File: config.mk
export PLATFORM = sky130hd
export DESIGN_NAME = hazard_scoreboard
export DESIGN_NICKNAME = d
export VERILOG_FILES = /design/src/rtl/hazard_pkg.sv /design/src/rtl/long_op_tracker.sv /design/src/rtl/hazard_scoreboard.sv
export SDC_FILE = /design/constraint.sdc
export NUM_CORES = 1
export LEC_CHECK = 0
export ABC_CLOCK_PERIOD_IN_PS = 3400
export BUFFER_PORTS_ARGS = -buffer_cell sky130_fd_sc_hd__buf_2
export CELL_PAD_IN_SITES_DETAIL_PLACEMENT = 0
export CELL_PAD_IN_SITES_GLOBAL_PLACEMENT = 1
export CORE_MARGIN = 2
export CORE_UTILIZATION = 42
export CTS_BUF_LIST = sky130_fd_sc_hd__clkbuf_4 sky130_fd_sc_hd__clkbuf_8 sky130_fd_sc_hd__clkbuf_16
export CTS_CLUSTER_SIZE = 12
export DETAILED_ROUTE_END_ITERATION = 16
export PLACE_DENSITY = 0.92
export SETUP_SLACK_MARGIN = 0.1
export SYNTH_ARGS = -nofsm -noshare
export SYNTH_HDL_FRONTEND = slang
export SYNTH_HIERARCHICAL = 1
export SYNTH_SLANG_ARGS = --single-unit
File: constraint.sdc
create_clock -name clk -period 3.4 [get_ports clk]
set_input_delay 0.51 -clock clk [delete_from_list [all_inputs] [get_ports clk]]
set_output_delay 0.51 -clock clk [all_outputs]
set_load 0.005 [all_outputs]
File: src/rtl/hazard_pkg.sv
// hazard_pkg: shared register-address width, address type and forward-select encodings
package hazard_pkg;
  localparam int DEF_REG_ADDR_W = 5;
  localparam logic [1:0] FWD_REG = 2'b00;
  localparam logic [1:0] FWD_WB  = 2'b01;
  localparam logic [1:0] FWD_MEM = 2'b10;
  typedef logic [DEF_REG_ADDR_W-1:0] reg_addr_t;
endpackage

File: src/rtl/long_op_tracker.sv
// long_op_tracker: latency counter and per-register pending bits for the single long-latency unit
module long_op_tracker #(
  parameter int REG_ADDR_W = 5,
  parameter int LAT_W = 6
) (
  input  logic                     clk,
  input  logic                     rst,
  input  logic                     issue,
  input  logic [REG_ADDR_W-1:0]    issue_rd,
  input  logic [LAT_W-1:0]         issue_lat,
  output logic [2**REG_ADDR_W-1:0] pending,
  output logic                     busy,
  output logic                     lu_wb_valid,
  output logic [REG_ADDR_W-1:0]    lu_wb_rd
);
  logic [LAT_W-1:0]      cnt;
  logic [REG_ADDR_W-1:0] lu_rd;
  assign lu_wb_valid = busy && cnt == LAT_W'(1);
  assign lu_wb_rd = lu_rd;
  always_ff @(posedge clk) begin
    if (rst) begin
      pending <= '0;
      busy <= 1'b0;
      cnt <= '0;
      lu_rd <= '0;
    end else begin
      if (lu_wb_valid) begin
        busy <= 1'b0;
        pending[lu_rd] <= 1'b0;
      end else if (busy) cnt <= cnt - LAT_W'(1);
      // issue comes last so a same-register set beats the retire clear
      if (issue) begin
        busy <= 1'b1;
        cnt <= issue_lat == '0 ? LAT_W'(1) : issue_lat;
        lu_rd <= issue_rd;
        if (issue_rd != '0) pending[issue_rd] <= 1'b1;
      end
    end
  end
endmodule

File: src/rtl/hazard_scoreboard.sv
// hazard_scoreboard: forwarding, load-use and scoreboard stalls, branch flushes for the 5-stage RV32 pipeline
module hazard_scoreboard
  import hazard_pkg::*;
#(
  parameter int REG_ADDR_W = DEF_REG_ADDR_W,
  parameter int MAX_LAT = 34,
  localparam int LAT_W = $clog2(MAX_LAT + 1)
) (
  input  logic                  clk,
  input  logic                  rst,
  input  logic                  decode_valid,
  input  logic [REG_ADDR_W-1:0] decode_rs_1,
  input  logic [REG_ADDR_W-1:0] decode_rs_2,
  input  logic [REG_ADDR_W-1:0] decode_rd,
  input  logic                  decode_long,
  input  logic [LAT_W-1:0]      decode_long_lat,
  input  logic                  execute_pc_src,
  input  logic                  execute_result_src_0,
  input  logic [REG_ADDR_W-1:0] execute_rs_1,
  input  logic [REG_ADDR_W-1:0] execute_rs_2,
  input  logic [REG_ADDR_W-1:0] execute_rd,
  input  logic [REG_ADDR_W-1:0] memory_rd,
  input  logic [REG_ADDR_W-1:0] writeback_rd,
  input  logic                  memory_reg_write,
  input  logic                  writeback_reg_write,
  output logic                  fetch_stall,
  output logic                  decode_stall,
  output logic                  decode_flush,
  output logic                  execute_flush,
  output logic [1:0]            execute_forward_a,
  output logic [1:0]            execute_forward_b,
  output logic                  lu_wb_valid,
  output logic [REG_ADDR_W-1:0] lu_wb_rd,
  output logic                  lu_busy
);
  logic [2**REG_ADDR_W-1:0] pending;
  logic busy, wb_valid, lw_stall, sb_stall, stall, issue;
  function automatic logic [1:0] fwd(input logic [REG_ADDR_W-1:0] rs, mrd, wrd, input logic mwe, wwe);
    return rs == '0 ? FWD_REG : (mwe && rs == mrd) ? FWD_MEM : (wwe && rs == wrd) ? FWD_WB : FWD_REG;
  endfunction
  always_comb begin
    lw_stall = execute_result_src_0 && execute_rd != '0 &&
               (decode_rs_1 == execute_rd || decode_rs_2 == execute_rd);
    sb_stall = decode_valid && ((pending[decode_rs_1] && decode_rs_1 != '0) ||
               (pending[decode_rs_2] && decode_rs_2 != '0) ||
               (pending[decode_rd] && decode_rd != '0) || (decode_long && busy));
    stall = lw_stall || sb_stall;
    issue = !rst && decode_valid && decode_long && !stall && !execute_pc_src;
  end
  long_op_tracker #(.REG_ADDR_W(REG_ADDR_W), .LAT_W(LAT_W)) u_trk (
    .clk(clk), .rst(rst), .issue(issue), .issue_rd(decode_rd), .issue_lat(decode_long_lat),
    .pending(pending), .busy(busy), .lu_wb_valid(wb_valid), .lu_wb_rd(lu_wb_rd)
  );
  // reset overrides every control output so the pipeline sees bubbles only
  assign fetch_stall = !rst && stall;
  assign decode_stall = !rst && stall;
  assign decode_flush = rst || execute_pc_src;
  assign execute_flush = rst || stall || execute_pc_src;
  assign execute_forward_a = rst ? FWD_REG : fwd(execute_rs_1, memory_rd, writeback_rd, memory_reg_write, writeback_reg_write);
  assign execute_forward_b = rst ? FWD_REG : fwd(execute_rs_2, memory_rd, writeback_rd, memory_reg_write, writeback_reg_write);
  assign lu_wb_valid = !rst && wb_valid;
  assign lu_busy = !rst && busy;
endmodule

Word-level counts from Yosys, hierarchy flattened
Index checks and enable logic that the tools add are counted.
{ "totals": {"register_bits": 44, "memories": 0, "word_cells": 92, "rom_bits": 0, "latchBits": 0, "output_inout_bits": 15, "inputBits": 54, "mem_bits_rw": 0} }
{ "op_classes": {"n_eq_ne": 8, "addsub": 1, "shifts": 0, "n_bitwise": 3, "order_cmp": 6, "n_reduce_logical": 42, "div_mod_pow": 0, "n_mul": 0, "mux": 28} }
{ "op_table": {"columns": ["operator", "n"], "rows": [
  ["$mux 32", 4],
  ["$and 32x32->32", 1],
  ["$not 32->32", 1],
  ["$or 32x32->32", 1],
  ["$eq 5x5->1", 6],
  ["$lt 5x6->1 const B", 4],
  ["$mux 6", 4],
  ["$logic_and 1x1->1", 21],
  ["$reduce_bool 5->1", 4],
  ["$bmux 1 s5", 3],
  ["$mux 2", 6],
  ["$demux 1 s5", 2],
  ["$ge 5x1->1 const B", 2],
  ["$logic_not 5->1", 2],
  ["$mux 1", 9],
  ["$logic_or 1x1->1", 8],
  ["$eq 6x1->1 const B", 1],
  ["$logic_not 6->1", 1],
  ["$sub 6x1->6 const B", 1],
  ["$reduce_bool 2->1", 2],
  ["$logic_not 1->1", 3],
  ["$ne 2x1->1 const B", 1],
  ["$reduce_and 2->1", 1]
]} }

Logic depth before layout (Yosys ltp)
{ "depth": {"ltp_word": 13, "mapped_depth": 12, "ltp_nobuf": 9} }

Hierarchy
Netlist, hierarchy kept.
{ "modules_own_cells": {"columns": ["mod", "cells_each", "instances", "seq_area_each_um2", "area_per_inst_um2"], "rows": [
  ["long_op_tracker", 240, 1, 880.8, 2159.6],
  ["hazard_scoreboard", 143, 1, 0.0, 1335.0]
]} }

Least setup slack after synthesis
OpenSTA, ideal clock, no wires.
{ "synth_path": {"path_type": "input -> register", "startpoint": "input decode_rs_1[0]", "endpoint": "register u_trk.pending[4]", "setup_ns": 0.061, "n_path_buf": 2, "path_stages": 11, "t_required_ns": 3.339, "path_slack_ns": 0.320, "t_arrival_ns": 3.019, "path_cell_list": "buf_2 mux4_2 nand4b_1 nand4_1 a2111oi_2 and4_1 and4_1 clkbuf_1 nand2b_1 nor3b_1 a32o_1"} }
{ "synth_between": {"elab_chain_cells": 12, "elab_cells_between_ends": 16, "cone_classes": "1 x eq/ne; 3 x mux; 12 x reduce/logical"} }
{ "synth_lines": {"columns": ["element", "line", "source"], "rows": [
  ["from (decl)", "hazard_scoreboard.sv:12", "input logic [REG_ADDR_W-1:0] decode_rs_1,"],
  ["$bmux 1 s5", "hazard_scoreboard.sv:44", "sb_stall = decode_valid && ((pending[decode_rs_1] && decode_rs_1 != '0) ||"],
  ["$mux 1 (not written as such)", "hazard_scoreboard.sv:44", null],
  ["$logic_and 1x1->1", "hazard_scoreboard.sv:44", null],
  ["$logic_or 1x1->1", "hazard_scoreboard.sv:44", null],
  ["$logic_or 1x1->1", "hazard_scoreboard.sv:45", "(pending[decode_rs_2] && decode_rs_2 != '0) ||"],
  ["$logic_or 1x1->1", "hazard_scoreboard.sv:46", "(pending[decode_rd] && decode_rd != '0) || (decode_long && busy));"],
  ["$logic_and 1x1->1", "hazard_scoreboard.sv:44", null],
  ["$logic_or 1x1->1 *", "hazard_scoreboard.sv:47", "stall = lw_stall || sb_stall;"],
  ["$logic_not 1->1 *", "hazard_scoreboard.sv:48", "issue = !rst && decode_valid && decode_long && !stall && !execute_pc_src;"],
  ["$logic_and 1x1->1 * (2 in series)", "hazard_scoreboard.sv:48", null],
  ["net issue", "hazard_scoreboard.sv:37", "logic busy, wb_valid, lw_stall, sb_stall, stall, issue;"],
  ["$mux 32 *", "long_op_tracker.sv:32", "if (issue) begin"],
  ["to (signal assigned)", "long_op_tracker.sv:22", "pending <= '0;"],
  ["to (signal, indexed assignment)", "long_op_tracker.sv:29", "pending[lu_rd] <= 1'b0;"],
  ["to (signal, indexed assignment)", "long_op_tracker.sv:36", "if (issue_rd != '0) pending[issue_rd] <= 1'b1;"],
  ["to (decl)", "long_op_tracker.sv:11", "output logic [2**REG_ADDR_W-1:0] pending,"]
]} }
The timed path passes the listed nets; every way through them passes the cells marked *. The select of a mux whose other input is x is not followed.
A chain may end at the register's enable or synchronous reset.

Worst setup path after layout
{ "layout_path": {"startpoint": "input decode_rs_2[0]", "endpoint": "register u_trk.cnt[0]"} }
{ "layout_between": {"elab_chain_cells": 13, "elab_cells_between_ends": 19, "cone_classes": "2 x eq/ne; 3 x mux; 14 x reduce/logical"} }
{ "layout_lines": {"columns": ["element", "line", "source"], "rows": [
  ["from (decl)", "hazard_scoreboard.sv:13", "input logic [REG_ADDR_W-1:0] decode_rs_2,"],
  ["$bmux 1 s5", "hazard_scoreboard.sv:45", null],
  ["$mux 1 (not written as such)", "hazard_scoreboard.sv:45", null],
  ["$logic_and 1x1->1", "hazard_scoreboard.sv:45", null],
  ["$logic_or 1x1->1", "hazard_scoreboard.sv:44", null],
  ["$logic_or 1x1->1", "hazard_scoreboard.sv:45", null],
  ["$logic_or 1x1->1", "hazard_scoreboard.sv:46", null],
  ["$logic_and 1x1->1", "hazard_scoreboard.sv:44", null],
  ["$logic_or 1x1->1 *", "hazard_scoreboard.sv:47", null],
  ["$logic_not 1->1 *", "hazard_scoreboard.sv:48", null],
  ["$logic_and 1x1->1 * (2 in series)", "hazard_scoreboard.sv:48", null],
  ["net issue", "hazard_scoreboard.sv:37", null],
  ["$ne 2x1->1 (no line) or $reduce_bool 2->1 (tied branches)", null, null],
  ["$reduce_and 2->1 (no line)", null, null],
  ["to (signal assigned)", "long_op_tracker.sv:30", "end else if (busy) cnt <= cnt - LAT_W'(1);"],
  ["to (signal assigned)", "long_op_tracker.sv:34", "cnt <= issue_lat == '0 ? LAT_W'(1) : issue_lat;"],
  ["to (decl)", "long_op_tracker.sv:16", "logic [LAT_W-1:0] cnt;"]
]} }
Marks and branches as above.

==> flow_metrics.env <==
export IMPL_grt_setup_unrepaired="false"
export IMPL_rrSetupSlack_ns=0.49
export IMPL_rows=33
export IMPL_final_common_cell="buf_2"
export IMPL_drtIter0Drc=301
export IMPL_num_vias=3447
export IMPL_ant_nets=0
export IMPL_max_freq_mhz=333
export IMPL_grt_util_all_layers_pct=23.9
export IMPL_use_met3_pct=3.51
export IMPL_die_h_um=94.8
export IMPL_cp_required_ns=3.59
export IMPL_hold_viol_final=0
export IMPL_drt_wirelength_per_cell_um=19.1
export IMPL_setup_tns_ns=0
export IMPL_gp_congestion=0.897
export IMPL_power_mw=1.09
export IMPL_cts_sinks=43
export IMPL_avgSynthCellArea_um2=9.11
export IMPL_drv_cap=0
export IMPL_crit_path_cell_trace="buf_2 > mux4_2 > mux2i_1 > o311ai_0 > a311oi_1 > and4_1 > and4_1 > buf_4 > inv_2 > a211o_1 > and4_1"
export IMPL_core_mm2=0.00809
export IMPL_io_pins=69
export IMPL_root_buffer="clkbuf_8"
export IMPL_finalCriticalPeriod_ns=3.01
export IMPL_syn_cell_area_mm2=0.00346
export IMPL_powerDensity_mw_per_mm2=274
export IMPL_setup_viol=0
export IMPL_final_period_utilization_pct=88.4
export IMPL_grt_met1_usage_pct=32.7
export IMPL_outcome="complete, no violations"
export IMPL_tightest_slew_ns=0.591
export IMPL_skew_ns=0.00817
export IMPL_slew_headroom_pct=59.6
export IMPL_cts_setup_buffers=0
export IMPL_io_buffers=68
export IMPL_post_cts_resized=0
export IMPL_peakVddDrop_uv=257
export IMPL_critical_path_class="in2reg"
export IMPL_clock_latency_ns=0.30
export IMPL_via_per_inst=6.31
export IMPL_grt_ovfl_total=0
export IMPL_dieArea_mm2=0.00899
export IMPL_critPathArrivalTime_ns=3.20
export IMPL_cp_max_fo=12
export IMPL_drive_gt1_share_pct=26.8
export IMPL_yosysWarnings=6
export IMPL_setup_slack_ns=0.393
export IMPL_hold_path_class="in2reg"
export IMPL_grt_max_degree=32
export IMPL_grt_busiest_layer="met2"
export IMPL_syn_to_final_growth_pct=14.7
export IMPL_syn_inst=380
export IMPL_crit_path_end_kind="register"
export IMPL_cts_made_buffers=5
export IMPL_drc_errors=0
export IMPL_cts_tree="yes"
export IMPL_p_leak_nw=1.42
export IMPL_drv_slew=0
export IMPL_cts_buffer_depth=2
export IMPL_nFillCells=798
export IMPL_clkTransAtPathRegs_ns=0.07
export IMPL_initial_core_util_pct=42.8
export IMPL_globalRouteMet2Util_pct=37.5
export IMPL_nets=496
export IMPL_cp_start_kind="primary input"
export IMPL_critPathMaxStageDelay_ns=0.53
export IMPL_dieWidth_um=94.8
export IMPL_diodes=0
export IMPL_dp_hpwl_um=7940
export IMPL_layout_common_cells="68 x buf_2, 43 x dfxtp_1, 26 x nand3_1"
export IMPL_cts_hold_fix_buffers=0
export IMPL_wl_um=10400
export IMPL_fin_util_pct=49.1
export IMPL_grt_pass1_wl_um=16700
export IMPL_dr_pass1_iters=5
export IMPL_antenna_found_initial=0
export IMPL_syn_nets=436
export IMPL_crit_slowest_cell="mux4_2"
export IMPL_grt_pass1_vias=3320
export IMPL_cpMostUsedCell="and4_1"
export IMPL_place_worst_setup_slack_ns=0.124
export IMPL_htreeDepth=2
state kept, by name (all words and copies together) (netlist names):
register,count
u_trk/busy,1
u_trk/cnt,6
u_trk/lu_wb_rd,5
u_trk/pending,31
final timing paths:
check                     startpoint                 to  cells after the start
setup / recovery      decode_rs_2[0]       u_trk/cnt[0]                     11
hold / removal    decode_long_lat[5]       u_trk/cnt[5]                      2
setup reg to reg    u_trk/pending[6]       u_trk/cnt[5]                      9
hold reg to reg    u_trk/pending[19]  u_trk/pending[19]                      2
worst max-delay path, delay by kind of cell:
family | cells | cell delay (ns)
AND/OR/NAND/NOR | 3 | 0.75
multiplexers | 2 | 0.69
AO/OA/AOI/OAI | 3 | 0.68
buffers and inverters | 3 | 0.56
power by group:
group,total [mW],internal [mW],switching (mW)
Sequential,0.526,0.510,0.0152
Clock,0.331,0.160,0.171
Combinational,0.233,0.101,0.131
Total,1.09,0.772,0.317
cell type report:
type / instances / area [um^2] / area share (%)
well taps: 105 / 131 / 3.31
clock buffers: 7 / 83.8 / 2.11
flip-flops and latches: 43 / 861 / 21.7
clock inverters: 1 / 5.00 / 0.126
inverters: 13 / 48.8 / 1.23
repair buffers: 79 / 423 / 10.6
multi-input cells: 298 / 2420 / 60.9
per-layer routing:
metal / up-vias / share of wire, %
met2: 199 / 45
li1: 1597 / -
met5: - / 0
met1: 1620 / 44
met3: 31 / 7.8
met4: 0 / 3.1
stage by stage:
stage / instance area [um^2] / hold WS [ns] / instances
3_5_place_dp: 3880 / 0.514 / 538
5_1_grt: 3970 / 0.490 / 546
4_1_cts: 3970 / 0.476 / 546
6_report: 3970 / 0.489 / 546
2_1_floorplan: 3460 / 0.462 / 380
3_3_place_gp: 3880 / 0.507 / 538
(Power assumes the default switching activity.)
